--- src/rtl/dot_product_engine.sv ---
// Dot-product engine: streams Length word pairs from two 1-cycle-latency SRAMs,
// sums the per-lane unsigned products, then writes the total to a result SRAM.
module dot_product_engine #(
  parameter int unsigned Data_Width = 8,
  parameter int unsigned Addr_Width = 4,
  parameter int unsigned Para_Deg   = 4,
  parameter int unsigned Acc_Width  = Para_Deg * Data_Width
) (
  input  logic                           clk,
  input  logic                           Rst_n,
  input  logic                           Start,
  input  logic [Addr_Width:0]            Length,
  input  logic [Addr_Width-1:0]          Base_A,
  input  logic [Addr_Width-1:0]          Base_B,
  input  logic [Addr_Width-1:0]          Out_Addr,
  output logic                           A_Chip_Select,
  output logic                           A_En_Read,
  output logic [Addr_Width-1:0]          A_Read_Addr,
  input  logic [Para_Deg*Data_Width-1:0] A_Read_Data,
  output logic                           B_Chip_Select,
  output logic                           B_En_Read,
  output logic [Addr_Width-1:0]          B_Read_Addr,
  input  logic [Para_Deg*Data_Width-1:0] B_Read_Data,
  output logic                           C_Chip_Select,
  output logic                           C_En_Write,
  output logic [Addr_Width-1:0]          C_Write_Addr,
  output logic [Para_Deg*Data_Width-1:0] C_Write_Data,
  output logic                           Busy,
  output logic                           Done,
  output logic [Acc_Width-1:0]           Result
);

  localparam int unsigned WordW = Para_Deg * Data_Width;
  localparam int unsigned ProdW = 2 * Data_Width;

  typedef enum logic [2:0] {StIdle, StRead, StDrain, StWrite, StDone} state_e;

  state_e                r_state, w_state_d;
  logic [Addr_Width:0]   r_len, r_cnt, w_cnt_inc;
  logic [Addr_Width-1:0] r_base_a, r_base_b, r_out_addr;
  logic                  r_rd_vld;
  logic [Acc_Width-1:0]  r_acc, r_result, w_dot;
  logic [ProdW-1:0]      w_prod [Para_Deg];
  logic [WordW-1:0]      w_acc_word;
  logic                  w_rd_issue, w_start;

  assign w_start   = (r_state == StIdle) && Start;
  assign w_cnt_inc = r_cnt + (Addr_Width+1)'(1);

  always_ff @(posedge clk or negedge Rst_n) begin
    if (!Rst_n) r_state <= StIdle;
    else        r_state <= w_state_d;
  end

  always_comb begin
    w_state_d     = r_state;
    w_rd_issue    = 1'b0;
    A_Chip_Select = 1'b0;
    A_En_Read     = 1'b0;
    A_Read_Addr   = '0;
    B_Chip_Select = 1'b0;
    B_En_Read     = 1'b0;
    B_Read_Addr   = '0;
    C_Chip_Select = 1'b0;
    C_En_Write    = 1'b0;
    C_Write_Addr  = '0;
    C_Write_Data  = '0;
    Done          = 1'b0;
    unique case (r_state)
      StIdle: begin
        if (Start) w_state_d = (Length != '0) ? StRead : StWrite;
      end
      StRead: begin
        w_rd_issue    = 1'b1;
        A_Chip_Select = 1'b1;
        A_En_Read     = 1'b1;
        B_Chip_Select = 1'b1;
        B_En_Read     = 1'b1;
        // Address arithmetic is Addr_Width wide, so it wraps around the SRAM.
        A_Read_Addr   = r_base_a + r_cnt[Addr_Width-1:0];
        B_Read_Addr   = r_base_b + r_cnt[Addr_Width-1:0];
        if (w_cnt_inc == r_len) w_state_d = StDrain;
      end
      StDrain: w_state_d = StWrite;
      StWrite: begin
        C_Chip_Select = 1'b1;
        C_En_Write    = 1'b1;
        C_Write_Addr  = r_out_addr;
        C_Write_Data  = w_acc_word;
        w_state_d     = StDone;
      end
      StDone: begin
        Done      = 1'b1;
        w_state_d = StIdle;
      end
      default: w_state_d = StIdle;
    endcase
  end

  always_comb begin
    w_dot = '0;
    for (int i = 0; i < int'(Para_Deg); i++) begin
      w_prod[i] = ProdW'(A_Read_Data[i*Data_Width +: Data_Width])
                * ProdW'(B_Read_Data[i*Data_Width +: Data_Width]);
      w_dot     = w_dot + Acc_Width'(w_prod[i]);
    end
  end

  generate
    if (Acc_Width >= WordW) begin : g_trunc
      assign w_acc_word = r_acc[WordW-1:0];
    end else begin : g_zext
      assign w_acc_word = {{(WordW-Acc_Width){1'b0}}, r_acc};
    end
  endgenerate

  always_ff @(posedge clk or negedge Rst_n) begin
    if (!Rst_n) begin
      r_len      <= '0;
      r_base_a   <= '0;
      r_base_b   <= '0;
      r_out_addr <= '0;
      r_cnt      <= '0;
      r_rd_vld   <= 1'b0;
      r_acc      <= '0;
      r_result   <= '0;
    end else if (w_start) begin
      r_len      <= Length;
      r_base_a   <= Base_A;
      r_base_b   <= Base_B;
      r_out_addr <= Out_Addr;
      r_cnt      <= '0;
      r_rd_vld   <= 1'b0;
      r_acc      <= '0;
    end else begin
      // Read data arrives the cycle after the issue, so accumulation lags one cycle.
      r_rd_vld <= w_rd_issue;
      if (w_rd_issue)            r_cnt    <= w_cnt_inc;
      if (r_rd_vld)              r_acc    <= r_acc + w_dot;
      if (r_state == StWrite)    r_result <= r_acc;
    end
  end

  assign Busy   = (r_state != StIdle);
  assign Result = r_result;

endmodule

--- config.mk ---
export PLATFORM = sky130hd
export DESIGN_NAME = dot_product_engine
export DESIGN_NICKNAME = d
export VERILOG_FILES = /design/src/rtl/dot_product_engine.sv
export SDC_FILE = /design/constraint.sdc
export NUM_CORES = 1
export LEC_CHECK = 0
export CORE_MARGIN = 2
export CORE_UTILIZATION = 35
export CTS_BUF_LIST = sky130_fd_sc_hd__clkbuf_4
export DETAILED_ROUTE_END_ITERATION = 12
export HOLD_SLACK_MARGIN = 0.03
export REMOVE_ABC_BUFFERS = 1
export SLEW_MARGIN = 25
export SYNTH_ARGS = -nofsm -noshare
export SYNTH_HDL_FRONTEND = slang
export SYNTH_SLANG_ARGS = --single-unit
--- constraint.sdc ---
create_clock -name clk -period 8.44 [get_ports clk]
set_input_delay 1.688 -clock clk [delete_from_list [all_inputs] [get_ports clk]]
set_output_delay 1.688 -clock clk [all_outputs]
set_load 0.02 [all_outputs]
# [Word-level counts from Yosys, hierarchy flattened]
# Index checks and enable logic that the tools add are counted.
[word_totals] in_bits=84 out_inout_bits=84 elab_cells=52 reg_bits=90
[op_classes] n_eq_ne=7 multipliers=4 n_reduce_logical=8 addsub=7 bitwise=1 mux=16
[ops] operator="2-to-1 mux 32 bit" n=3
[ops] operator="multiplier 8 x 8 -> 16 bit" n=4
[ops] operator="adder 32 x 19 -> 32 bit" n=1
[ops] operator="adder 18 x 16 -> 19 bit" n=1
[ops] operator="adder 17 x 16 -> 18 bit" n=1
[ops] operator="adder 16 x 16 -> 17 bit" n=1
[ops] operator="2-to-1 mux 4 bit" n=3
[ops] operator="one-hot mux 3 bit (4 select lines)" n=1
[ops] operator="2-to-1 mux 5 bit" n=2
[ops] operator="adder 4 bit" n=2
[ops] operator="== test 3 x 2 -> 1 bit, second input constant" n=2
[ops] operator="2-to-1 mux 3 bit" n=2
[ops] operator="adder 5 x 1 -> 5 bit, second input constant" n=1
[ops] operator="== test 5 bit" n=1
[ops] operator="nonzero test 5 bit" n=1
[ops] operator="2-to-1 mux 1 bit" n=4
[ops] operator="inequality test 2 bit, second input constant" n=2
[ops] operator="AND reduction 2 bit" n=2
[ops] operator="nonzero test 2 bit" n=2
[ops] operator="== test 3 x 1 -> 1 bit, second input constant" n=1
[ops] operator="== test 3 bit, second input constant" n=1
[ops] operator="zero test 3 bit" n=1
[ops] operator="nonzero test 3 bit" n=1
[ops] operator="2-to-1 mux 2 bit" n=1
[ops] operator="2 further kinds" n=2

# [Longest topological paths before layout]
# Gate-level depths: netlist of the first run.
[depth] depth_word=7 depth_mapped=26

# [Worst setup path after synthesis of the first run]
# Ideal clock, no wire load.
[synth_timing] path_kind="input port to flip-flop" startpoint="input port B_Read_Data[0]" endpoint="register r_acc[17]" required_time_ps=8308 setup_time_ps=132 n_path_buf=3 slack_ps=524 arrival_ps=7784 path_stages=24 path_cell_list="clkbuf_1 nand2_1 fa_1 fa_1 inv_1 fa_1 inv_1 fa_1 inv_1 fa_1 fa_1 fa_1 inv_1 fa_1 inv_1 ha_1 buf_6 a21o_1 a311o_1 a21oi_2 buf_6 o21ai_1 nand3_1 or3b_1"
[synth_between] elab_chain_len=7
[synth_rtl] item="start, declared" line="23" rtl="input logic [Para_Deg*Data_Width-1:0] B_Read_Data,"
[synth_rtl] item="multiplier 8 x 8 -> 16 bit" line="104" rtl="* ProdW'(B_Read_Data[i*Data_Width +: Data_Width]);"
[synth_rtl] item="adder 16 x 16 -> 17 bit" line="105" rtl="w_dot = w_dot + Acc_Width'(w_prod[i]);"
[synth_rtl] item="adder 17 x 16 -> 18 bit" line="105"
[synth_rtl] item="adder 18 x 16 -> 19 bit" line="105"
[synth_rtl] item="adder 32 x 19 -> 32 bit" line="139" rtl="if (r_rd_vld) r_acc <= r_acc + w_dot;"
[synth_rtl] item="2-to-1 mux 32 bit" line="139"
[synth_rtl] item="2-to-1 mux 32 bit" line="127" rtl="end else if (w_start) begin"
[synth_rtl] item="end signal, assigned" line="139"
[synth_rtl] item="end, declared" line="42" rtl="logic [Acc_Width-1:0] r_acc, r_result, w_dot;"
# No other way between the ends. The select of a mux whose other input is x is not followed.
# A chain may end at the register's enable or synchronous reset.

# [Final worst setup path of the first run]
[layout_timing] startpoint="input port A_Read_Data[4]" endpoint="register r_acc[30]"
[layout_between] elab_chain_len=7
[layout_rtl] item="start, declared" line="19" rtl="input logic [Para_Deg*Data_Width-1:0] A_Read_Data,"
[layout_rtl] item="multiplier 8 x 8 -> 16 bit" line="104"
[layout_rtl] item="adder 16 x 16 -> 17 bit" line="105"
[layout_rtl] item="adder 17 x 16 -> 18 bit" line="105"
[layout_rtl] item="adder 18 x 16 -> 19 bit" line="105"
[layout_rtl] item="adder 32 x 19 -> 32 bit" line="139"
[layout_rtl] item="2-to-1 mux 32 bit" line="139"
[layout_rtl] item="2-to-1 mux 32 bit" line="127"
# No other way between the ends. The select of a mux whose other input is x is not followed.

==> results.md, run 1 <==
- Final instance area: 0.0173 mm²
- Worst-path fanout max: 11
- Total of max-cap violations: 0
- Initial Util: 0.356
- Pre-antenna DRT Iters: 5
- Slew margin rel.: 0.536
- RR Endpoint: r_acc[30]
- Seq/Total Area, Yosys: 0.159
- Status: finished clean
- GPL Wtd Cong: 0.865
- Non-Filler Instances: 2,300
- Worst hold path stage count: 2
- DP Cell Count: between 2,000 and 2,500
- Tcrit/Tclk final: 0.974
- Vias per cell: between 4 and 5
- Yosys warning count: 0
- R2r startpoint: r_acc[4]
- Number of synthesized flops with an enable pin: 0
- Reg2Reg Setup Slack: around 1.8 ns
- Final core occ: 0.435
- Die Area: ~0.042 mm²
- Drt total wl: 35,500 µm
- Global Route Usage Sum: 0.181
- Path type of the worst min-delay path: flip-flop to flip-flop
- Hpwl dp: 30,900 µm
- Commonest non-fill, non-tap cell in the layout: inv_1
- Reg clk slew, reported paths: 0.15 ns
- Site Rows: between 70 and 80
- Clk_skew: 0.0197 ns
- Synth Cell Area: 0.0142 mm²
- Critical Path End Type: flip-flop
- Vias: about 11,000
- Skew-Pair Late Insertion Delay: around 0.47 ns
- Synthesis-to-layout area growth: 22.3%
- Max clock buf depth: 2
- Setup ws final: around 0.22 ns
- Io pins: approximately 170
- CTS Sinks: 90
- Startpoint of the worst hold path: r_out_addr[3]
- 1st-iter DRT viols: ~400
- Core ar.: 0.0398 mm²
- Layout cells sized above 1: 0.0964
- Vias in the first global route: approximately 12,000
- Async SR Flop Fraction: 1.00
- Post-Place Setup Slack: -0.308 ns
- Horiz. Die Dim: a little over 200 µm
- Critical setup path kind: input pin to flip-flop
- Net count, final: 2,231
- Worst Hold End: r_out_addr[3]
- Cells on worst reg2reg path: 24
- Fin. max-slew vios: 0
- Area after DPL: 0.0171 mm²
- Yosys cell types: 55
- Min Tclk post-route: 8.22 ns
- DIE HEIGHT: 205 µm
- Root Driver: clkbuf_4
- Top FF cell, synth: dfrtp_1
- CTS tree: yes
- Syn avg cell area: 9.35 µm²
- Initial antenna violation count: 1
- Largest net degree at the start of global routing: 52
- Drt wl/cell: roughly 15 µm
- H-tree Lvls: 3
- Final setup viols: 0
- Peak Freq: 0.122 GHz
- CTS buffer count: 9
- CP startpoint kind: input pin
- Yosys reg bits: 90
- # DRC: 0
- Port bufs: approximately 170
- Worst Path Required: 8.80 ns
- Endpoints failing hold: 0
- CP Data Arrival Time: roughly 8.6 ns
- Routed Antenna Nets: 0
- Residual overflow from global routing: 0
- RSZ-0062 raised after global routing: no
- Most frequent cells in the layout: inv_1, fa_1, and2_1
- First-pass GRT wire length: around 60,000 µm
- Slew @ Worst Pin: just under 0.7 ns
- Instance count of the mapped netlist: 1,515
-- cell families after synthesis --
family,synth area share
and+or+nand+nor,0.175
buffers and inverters,0.109
adders and majority gates,0.463
AOI/OAI and AO/OA,0.0450
DFF,0.159
muxes,0.0339
xor gates and xnor gates,0.0155
-- area by class of cell --
cell class	instances	area, µm²
Antenna cell	1	2.50
Clock buffer	10	75.1
Clock inverter	6	66.3
Fill cell	4002	22500
Inverter	363	1360
Multi-Input combinational cell	1027	10400
Sequential cell	90	2250
Tap cell	525	657
Timing Repair Buffer	278	2520
-- Yosys cell counts, types with 3 or more instances --
| library cell | count | share of area |
|---|---|---|
| inv_1 | 363 | 0.096 |
| fa_1 | 244 | 0.34 |
| and2_1 | 194 | 0.086 |
| nand2_1 | 170 | 0.045 |
| ha_1 | 134 | 0.12 |
| dfrtp_1 | 90 | 0.16 |
| nor2_1 | 38 | 0.010 |
| mux2_2 | 32 | 0.025 |
| a21oi_1 | 31 | 0.011 |
| nor3_1 | 21 | 0.0074 |
| o21ai_0 | 21 | 0.0074 |
| nand3_1 | 20 | 0.0071 |
| clkbuf_1 | 16 | 0.0042 |
| xor2_1 | 13 | 0.0080 |
| mux2i_1 | 12 | 0.0085 |
| xnor2_1 | 12 | 0.0074 |
| a21o_1 | 10 | 0.0053 |
| nand2b_1 | 8 | 0.0035 |
| and3_1 | 7 | 0.0031 |
| a31oi_1 | 6 | 0.0027 |
| buf_2 | 6 | 0.0021 |
| buf_4 | 6 | 0.0032 |
| buf_1 | 5 | 0.0013 |
| nand4_1 | 5 | 0.0022 |
| a311o_1 | 3 | 0.0021 |
| a31o_2 | 3 | 0.0019 |
| nor2b_1 | 3 | 0.0013 |
| nor3b_1 | 3 | 0.0016 |
| o21bai_1 | 3 | 0.0016 |
-- worst max-delay path by stage --
stage | startpoint | to | slack, ns | cells after the start
CTS | B_Read_Data[2] | r_acc[30] | 0.17 | 26
global route | A_Read_Data[4] | r_acc[30] | 0.01 | 26
finish | A_Read_Data[4] | r_acc[30] | 0.22 | 26
floorplan | B_Read_Data[2] | r_acc[28] | 0.37 | 22
detailed placement | B_Read_Data[2] | r_acc[21] | -0.31 | 25
global placement | B_Read_Data[2] | r_acc[16] | -0.23 | 25
-- worst max-delay path, stage by stage --
cell and delay (ns):
clkdlybuf4s50_1 0.53, buf_4 0.21, and2_1 0.16, fa_1 0.48, inv_1 0.06, fa_1 0.48
inv_1 0.06, fa_1 0.50, inv_1 0.08, fa_1 0.55, inv_1 0.06, fa_1 0.49
fa_1 0.46, fa_1 0.52, inv_1 0.06, fa_1 0.48, inv_1 0.04, ha_1 0.30
and4_1 0.22, and2_1 0.17, a21oi_1 0.08, buf_4 0.16, o31ai_1 0.22, buf_4 0.23
a31oi_1 0.10, a41o_1 0.21
-- per-stage QoR --
step	hold WS [ns]	setup TNS, ns
finish	0.499	0
global route	0.526	0
CTS	0.500	0
detailed placement	0.459	-4.41
global placement	0.452	-3.03
floorplan	0.437	0
-- flip-flops by register name (all words and copies together), names as in the netlist --
name and cells:
Result 32, r_acc 32, r_cnt 5, r_len 5, r_base_a 4, r_base_b 4, r_out_addr 4, r_state 3
r_rd_vld 1
-- metal layers --
| metal | track usage | part of all wire | vias to the layer above |
|---|---|---|---|
| met3 | 0.0291 | 0.048 | 34 |
| met4 | 0.0403 | 0.017 | 0 |
| met2 | 0.316 | 0.49 | 198 |
| met5 | 0 | 0 | - |
| met1 | 0.236 | 0.44 | 5294 |
| li1 | - | - | 5072 |
-- repair_timing --
action / in CTS / in global routing
gates resized for setup: 0 / 8
hold endpoints to repair: 0 / 0
buffers inserted: 0 / 2
setup endpoints to repair: 0 / 11
hold buffers: 0 / 0
Power of run 1 is not shown: default switching activity piles up to over one toggle a cycle in this logic, so the estimate is an artifact.
==> inputs of run 2 (changes only) <==
clock period = 8.4 ns   (was 8.44 ns; I/O delays follow)
==> run 2 against run 1 <==
Net effect:
- die area unchanged
- routed wire length increased by 0.18%
- final cell count is 0.17% lower
- sequential share of layout area barely moved
- via count down 0.69%
- flip-flop and latch count is the same
- core utilization about the same
- register-to-register slack got worse by 0.05 ns
==> results.md, run 2 (synthesized netlist as in run 1, its figures left out) <==
- Hold buffers post-CTS: 0 (unchanged)
- Commonest non-fill, non-tap cell in the layout: inv_1
- Total of max-cap violations: 0 (unchanged)
- CTS buffer count: 9 (unchanged)
- H-tree Lvls: 3 (unchanged)
- Port bufs: 167 (unchanged)
- Residual overflow from global routing: 0 (unchanged)
- Reg clk slew, reported paths: 0.17 ns (+0.02 ns)
- Synthesis-to-layout area growth: 22.2%
- Path type of the worst min-delay path: flip-flop to flip-flop
- Hpwl dp: 30,800 µm (-0.38%)
- Vias: 10,500 (-0.69%)
- Cells on worst reg2reg path: 25 (+4.2%)
- Final setup viols: 0 (unchanged)
- 1st-iter DRT viols: 375 (-6.0%)
- Clk_skew: 0.0268 ns (+0.00708 ns)
- Die Area: 0.0421 mm² (unchanged)
- Met3 wire length: 1630 µm (-3.7%)
- RR Endpoint: r_acc[23]
- Site Rows: 73 (unchanged)
- CTS tree: yes
- DIE HEIGHT: 205 µm (unchanged)
- Critical Path End Type: flip-flop
- Met1 wire length: 16,000 µm (+1.6%)
- Vias in the first global route: 11,600 (-0.43%)
- Max clock buf depth: 2 (unchanged)
- Met2 wire length: 17,500 µm (+0.66%)
- Initial antenna violation count: 2 (+1)
- Fin. max-slew vios: 0 (unchanged)
- Drt wl/cell: 15.5 µm (+0.35%)
- CP startpoint kind: input pin
- Worst setup path end: r_acc[28]
- Most frequent cells in the layout: inv_1, fa_1, and2_1
- Status: finished clean
- Post-route setup TNS: 0 ns (unchanged)
- Reg2Reg Setup Slack: 1.70 ns (-0.05 ns)
- Endpoints failing hold: 0 (unchanged)
- Skew-Pair Late Insertion Delay: 0.46 ns (about the same)
- Initial Util: 0.356 (unchanged)
- Top layer used by detailed routing: met5
- Worst-path fanout max: 6 (-5)
- Largest net degree at the start of global routing: 60 (+15%)
- R2r startpoint: r_acc[3]
- Drt total wl: 35,500 µm (+0.18%)
- Pre-antenna DRT Iters: 5 (unchanged)
- Crit. Startpoint: B_Read_Data[27]
- Slew margin rel.: 0.501 (-0.0359)
- Min Tclk post-route: 8.24 ns
- Vias per cell: 4.58 (-0.52%)
- Core ar.: 0.0398 mm² (unchanged)
- Worst Path Required: 8.75 ns (-0.05 ns)
- First-pass GRT wire length: 60,300 µm (about the same)
- Horiz. Die Dim: 205 µm (unchanged)
- Peak Freq: 0.121 GHz
- RSZ-0062 raised after global routing: no
- Slew @ Worst Pin: 0.749 ns (+0.0538 ns)
- GPL Wtd Cong: 0.876 (+1.2%)
- Io pins: 168 (unchanged)
- CP Data Arrival Time: 8.59 ns (about the same)
- Tcrit/Tclk final: 0.981
- Global Route Usage Sum: 0.181 (-0.000256)
- Critical setup path kind: input pin to flip-flop
- Routed Antenna Nets: 0 (unchanged)
- Root Driver: clkbuf_4
- Layout cells sized above 1: 0.0955 (-0.000912)
- # DRC: 0 (unchanged)
- CTS Sinks: 90 (unchanged)
- Net count, final: 2,227 (-0.18%)
[run 2: cell types whose count changed in the layout (fill, tap and decap cells not counted), sizes merged]
cell / change
buf: -5
clkdlybuf4s15: +1
clkdlybuf4s50: +1
clkinv: +2
clkinvlp: -1
dlymetal6s2s: -1
inv: -1
[run 2: repair_timing]
action / CTS / global route
buffers inserted: 0 / 1
gates resized for setup: 0 / 9
endpoints found under the setup margin: 0 / 11
[run 2: area by class of cell]
cell class	instances	area, µm²
Fill cell	3961	22500
Multi-Input combinational cell	1027	10400
Timing Repair Buffer	274	2490
Sequential cell	90	2250
Inverter	363	1360
Tap cell	525	657
Clock buffer	10	75.1
Clock inverter	6	67.6
Antenna cell	1	2.50
[run 2: critical path, cell delays in order]
cell,delay [ns]
clkdlybuf4s50_1,0.54
buf_4,0.21
and2_1,0.17
fa_1,0.49
fa_1,0.50
inv_1,0.06
fa_1,0.46
fa_1,0.55
inv_1,0.05
fa_1,0.59
fa_1,0.46
fa_1,0.54
inv_1,0.06
fa_1,0.48
inv_1,0.04
ha_1,0.30
and4_1,0.22
and2_1,0.18
a21oi_1,0.08
buf_4,0.16
o31ai_2,0.25
buf_4,0.21
a31oi_1,0.08
a41o_1,0.21
[run 2: how the worst min path moves through the flow]
stage             startpoint       endpoint  slack, ns  depth (start not counted)
6_report       r_out_addr[1]  r_out_addr[1]       0.50                          2
5_1_grt        r_out_addr[1]  r_out_addr[1]       0.52                          2
4_1_cts             r_acc[5]      Result[5]       0.49                          1
3_5_place_dp   r_out_addr[2]  r_out_addr[2]       0.46                          2
3_3_place_gp   r_out_addr[2]  r_out_addr[2]       0.45                          2
2_1_floorplan  r_out_addr[0]  r_out_addr[0]       0.44                          2
[run 2: routing by layer]
metal	global-route usage	up-vias
li1	-	5064
met1	0.237	5254
met2	0.318	181
met3	0.0312	24
met4	0.0298	2
met5	0	-
[run 2: metrics by stage]
step	worst slack, ns	util	area (µm²)	cells	hold WS (ns)
floorplan	0.335	-	14000	1480	0.437
global placement	-0.283	0.430	17100	2277	0.449
detailed placement	-0.312	0.430	17100	2277	0.461
CTS	0.189	0.433	17300	2293	0.494
global route	0.000854	0.434	17300	2296	0.520
finish	0.156	0.434	17300	2296	0.495
Power of run 2 is left out for the same reason.
==> RTL edit 1: new RTL, flow settings as in run 2 <==
Set the parameter `Para_Deg` to 8 (it was 4).
--- a/src/rtl/dot_product_engine.sv
+++ b/src/rtl/dot_product_engine.sv
@@ -4,5 +4,5 @@
   parameter int unsigned Data_Width = 8,
   parameter int unsigned Addr_Width = 4,
-  parameter int unsigned Para_Deg   = 4,
+  parameter int unsigned Para_Deg   = 8,
   parameter int unsigned Acc_Width  = Para_Deg * Data_Width
 ) (
Interface: changed (resized A_Read_Data, B_Read_Data, C_Write_Data and Result); port bits go from 168 to 296. The function was not compared with the original's and may differ.
==> RTL edit 1 against run 2 <==
The flow now finishes with violations (setup timing). Setup slack worse by 580 ps. Synthesized area increased by 85%. Routed wire length grew 110%. Non-clock buffer count up 316. Clock skew rose by 3.0 ps. Sequential cell count increased by 64. Synthesized cell count rose by 78%. Sequential share of layout area fell by 1.5 points. Final area rose by 94%.
Power is not shown: default switching activity piles up to over one toggle a cycle in this logic, so the estimate is an artifact.
==> RTL edit 1: results (changes against run 2) <==
post-synthesis xor/xnor area fraction=2.04% (+0.49 points); Slew @ Worst Pin=961 ps (+212 ps); Worst-Skew Late Latency=630 ps (+170 ps); worst slack, placed=-1540 ps (-1230 ps); failing checks=setup timing; GRT Util Overall=20.4% (+2.3 points); CP Max Fanout=7 (+1); Final Setup Violations=56 (+56); largest net degree at the start of global routing=87 (+45%); multiplexer share of the synthesized area=3.20% (-0.19 points); post-synthesis sequential area ratio=14.7% (-1.2 points); status=complete, but fails checks; Area contributors post-synth=fa_1 38%, dfrtp_1 15%, ha_1 12%; Netlist cell types=62 (+13%); slowest CP cell=fa_2; setup TNS=-15500 ps (-15500 ps); number of non-clock buffers=590 (+120%); Slew Limit Fails=0 (unchanged); layout net count=4154 (+87%); CTS buffer count=17 (+8); Fillers=7214 (+82%); clk tree area frac=0.975% (+0.15 points); Non-clock inverters=635 (+75%); first-pass GRT wire length=123 mm (+100%); Clock transition at path regs=150 ps (-20 ps); port bufs=295 (+77%); iteration-0 DRC count of the detailed router=805 (+110%); Routed WL=76.0 mm (+110%); placed wire-length estimate=64.5 mm (+110%); setup ws final=-421 ps (-576 ps); register area=3850 um^2 (+71%); slowest stage delay, CP=620 ps (+30 ps); vias in the first global route=21500 (+84%); GPL Wtd Cong=0.911 (+4.0%); Non-clock buffer share=15.1% (+0.71 points); clock buffers=18 (+8); Vias=19600 (+86%); layout cells sized above 1=21.6% (+12 points)
==> RTL edit 1: cell types whose count changed in the layout (fill, tap and decap cells not counted), moves of 79 or more <==
cell / delta
and2_1: +177
buf_4: +133
fa_1: +195
ha_1: +99
inv_1: +233
nand2_1: +79
==> RTL edit 1: routing by layer <==
layer | up-vias | routed length, um | track usage [%]
met5 | - | 0 | 0
met4 | 0 | 920 | 3.49
met3 | 60 | 2830 | 2.25
met2 | 368 | 38800 | 35.8
met1 | 9930 | 33400 | 27.5
li1 | 9247 | - | -
==> RTL edit 1: through the flow <==
step / utilization (%) / area (um^2) / instances
2_1_floorplan: - / 26100 / 2654
3_3_place_gp: 43.2 / 32100 / 4166
3_5_place_dp: 43.2 / 32100 / 4166
4_1_cts: 44.7 / 33200 / 4233
5_1_grt: 45.1 / 33500 / 4246
6_report: 45.1 / 33500 / 4246
==> RTL edit 1: timing repair <==
| item | CTS | global route |
|---|---|---|
| pin swaps | 178 | 140 |
| gates resized for setup | 512 | 220 |
| gates cloned | 3 | 0 |
| setup endpoints to repair | 57 | 57 |
| setup buffers | 33 | 16 |
==> RTL edit 1: path summary, 6_finish.rpt <==
path,depth (start not counted),endpoint,slack [ps],start
hold reg to reg,2,r_out_addr[0],490,r_out_addr[0]
min in group asynchronous,1,r_out_addr[2],1130,Rst_n
setup / recovery,25,r_acc[48],-420,A_Read_Data[42]
max in group asynchronous,2,Result[19],5800,Rst_n
setup reg to reg,20,r_acc[48],2510,r_acc[6]
hold / removal,2,r_out_addr[0],490,r_out_addr[0]
==> RTL edit 1: worst max-delay path, delay by kind of cell <==
| kind | cells | cell delay, ps |
|---|---|---|
| AOI/OAI and AO/OA | 5 | 870 |
| buffers and inverters | 6 | 470 |
| and+or+nand+nor | 3 | 840 |
| adders and majority gates | 11 | 5510 |
==> RTL edit 2: new RTL, flow settings as in run 2 <==
Without the edit above. Reset style: synchronous (`Rst_n`), changed in 2 clocked blocks.
--- a/src/rtl/dot_product_engine.sv
+++ b/src/rtl/dot_product_engine.sv
@@ -48,5 +48,5 @@
   assign w_cnt_inc = r_cnt + (Addr_Width+1)'(1);
 
-  always_ff @(posedge clk or negedge Rst_n) begin
+  always_ff @(posedge clk) begin
     if (!Rst_n) r_state <= StIdle;
     else        r_state <= w_state_d;
@@ -115,5 +115,5 @@
   endgenerate
 
-  always_ff @(posedge clk or negedge Rst_n) begin
+  always_ff @(posedge clk) begin
     if (!Rst_n) begin
       r_len      <= '0;
Behaviour: differs if Rst_n is asserted again (counterexample within 4 cycles, from zero or initial values and one cycle with Rst_n low); with Rst_n held inactive, the same outputs for 4 cycles.
==> RTL edit 2 against run 2 <==
Setup slack improved by 66 ps. Synthesized area decreased by 2.7%. Final area decreased by 1.8%. Worst hold slack got worse by 18 ps. Routed wire length increased by 0.53%. Die area decreased by 2.6%. Register-to-register slack improved by 30 ps. Non-clock buffer count increased by 16. Sequential cell count unchanged. Highest routed layer is now met4.
Power is not shown: default switching activity piles up to over one toggle a cycle in this logic, so the estimate is an artifact.
==> RTL edit 2: results (changes against run 2) <==
Min Clock Period, post-route=8180 ps (-65.8 ps); post-synthesis sequential area ratio=13.1% (-2.8 points); crit path DAT=8570 ps (-20 ps); Main synth FF type=dfxtp_1; Netlist cell types=58 (+5.5%); Routed WL=35.7 mm (+0.53%); placed wire-length estimate=31.2 mm (+1.2%); status=complete, no violations; slowest stage delay, CP=560 ps (-30 ps); worst slack, placed=-370 ps (-57.8 ps); setup TNS=0 ps (unchanged); Reg2Reg Depth=24 (-4.0%); Hold Crit Start=r_out_addr[2]; Vias=10800 (+2.3%); GRT Util Overall=18.4% (+0.26 points); R2R Path End=r_acc[17]; max_slew headroom=46.5% (-3.6 points); Hold EP=r_out_addr[2]; top-area cell type share of the netlist area=35.4% (+0.95 points); Synth top cells by count=350 x inv_1, 244 x fa_1, 217 x and2_1; Area contributors post-synth=fa_1 35%, dfxtp_1 13%, ha_1 12%; layout cells sized above 1=8.60% (-0.95 points); placed inst area=16800 um^2 (-1.7%); iteration-0 DRC count of the detailed router=361 (-3.7%); Vias/cell=4.64 (+1.1%); flop2flop setup slack=1730 ps (+30 ps); Clock Skew=15.3 ps (-11.5 ps); vias in the first global route=12000 (+2.6%); GPL Wtd Cong=0.959 (+9.5%); Max Buffers Root-to-Sink=2 (unchanged); initial antenna violation count=1 (-1); Placed Cells=2305 (+1.2%); async set or reset register ratio after synthesis=0% (-100 points); hold slack=477 ps (-17.6 ps); largest net degree at the start of global routing=54 (-10%); post-synthesis cell count=1534 (+1.3%); FF-to-FF Start=r_acc[6]
-- RTL edit 2: cell type report --
type | count | area, um^2
Antenna cell | 1 | 2.50
Fill cell | 3842 | 21800
Clock buffer | 10 | 75.1
Sequential cell | 90 | 1800
Timing Repair Buffer | 290 | 2600
Multi-Input combinational cell | 1056 | 10500
Tap cell | 518 | 648
Clock inverter | 6 | 67.6
Inverter | 351 | 1320
-- RTL edit 2: logic make-up (layout without fill, tap and decap cells) --
group | Yosys count | after routing | share of synthesized area (%)
and+or+nand+nor | 506 | 506 | 19.1
buffers and inverters | 388 | 657 | 11.0
adders and majority gates | 378 | 378 | 47.6
AOI/OAI and AO/OA | 132 | 132 | 6.59
DFF | 90 | 90 | 13.1
xor gates and xnor gates | 28 | 28 | 1.78
muxes | 12 | 12 | 0.890
other | 0 | 1 | 0
-- RTL edit 2: what timing repair did --
action                     CTS  global route
setup endpoints to repair    0             6
hold buffers                 0             0
gates resized for setup      0             6
hold endpoints to repair     0             0
-- RTL edit 2: worst max-delay path by stage --
stage                               from   endpoint  cells past startpoint
final                     B_Read_Data[3]  r_acc[17]                     26
after global routing      A_Read_Data[5]  r_acc[24]                     23
after CTS                 A_Read_Data[4]  r_acc[12]                     23
after detailed placement  A_Read_Data[4]  r_acc[12]                     23
after global placement    A_Read_Data[4]  r_acc[12]                     23
after floorplan           B_Read_Data[2]  r_acc[12]                     22
-- RTL edit 2: routing by layer --
| layer | global-route usage (%) | vias to the layer above | wire length (um) |
|---|---|---|---|
| met5 | 0 | - | 0 |
| met4 | 6.83 | 0 | 1140 |
| met3 | 1.93 | 65 | 1350 |
| met2 | 32.0 | 240 | 17300 |
| met1 | 23.5 | 5299 | 15900 |
| li1 | - | 5161 | - |
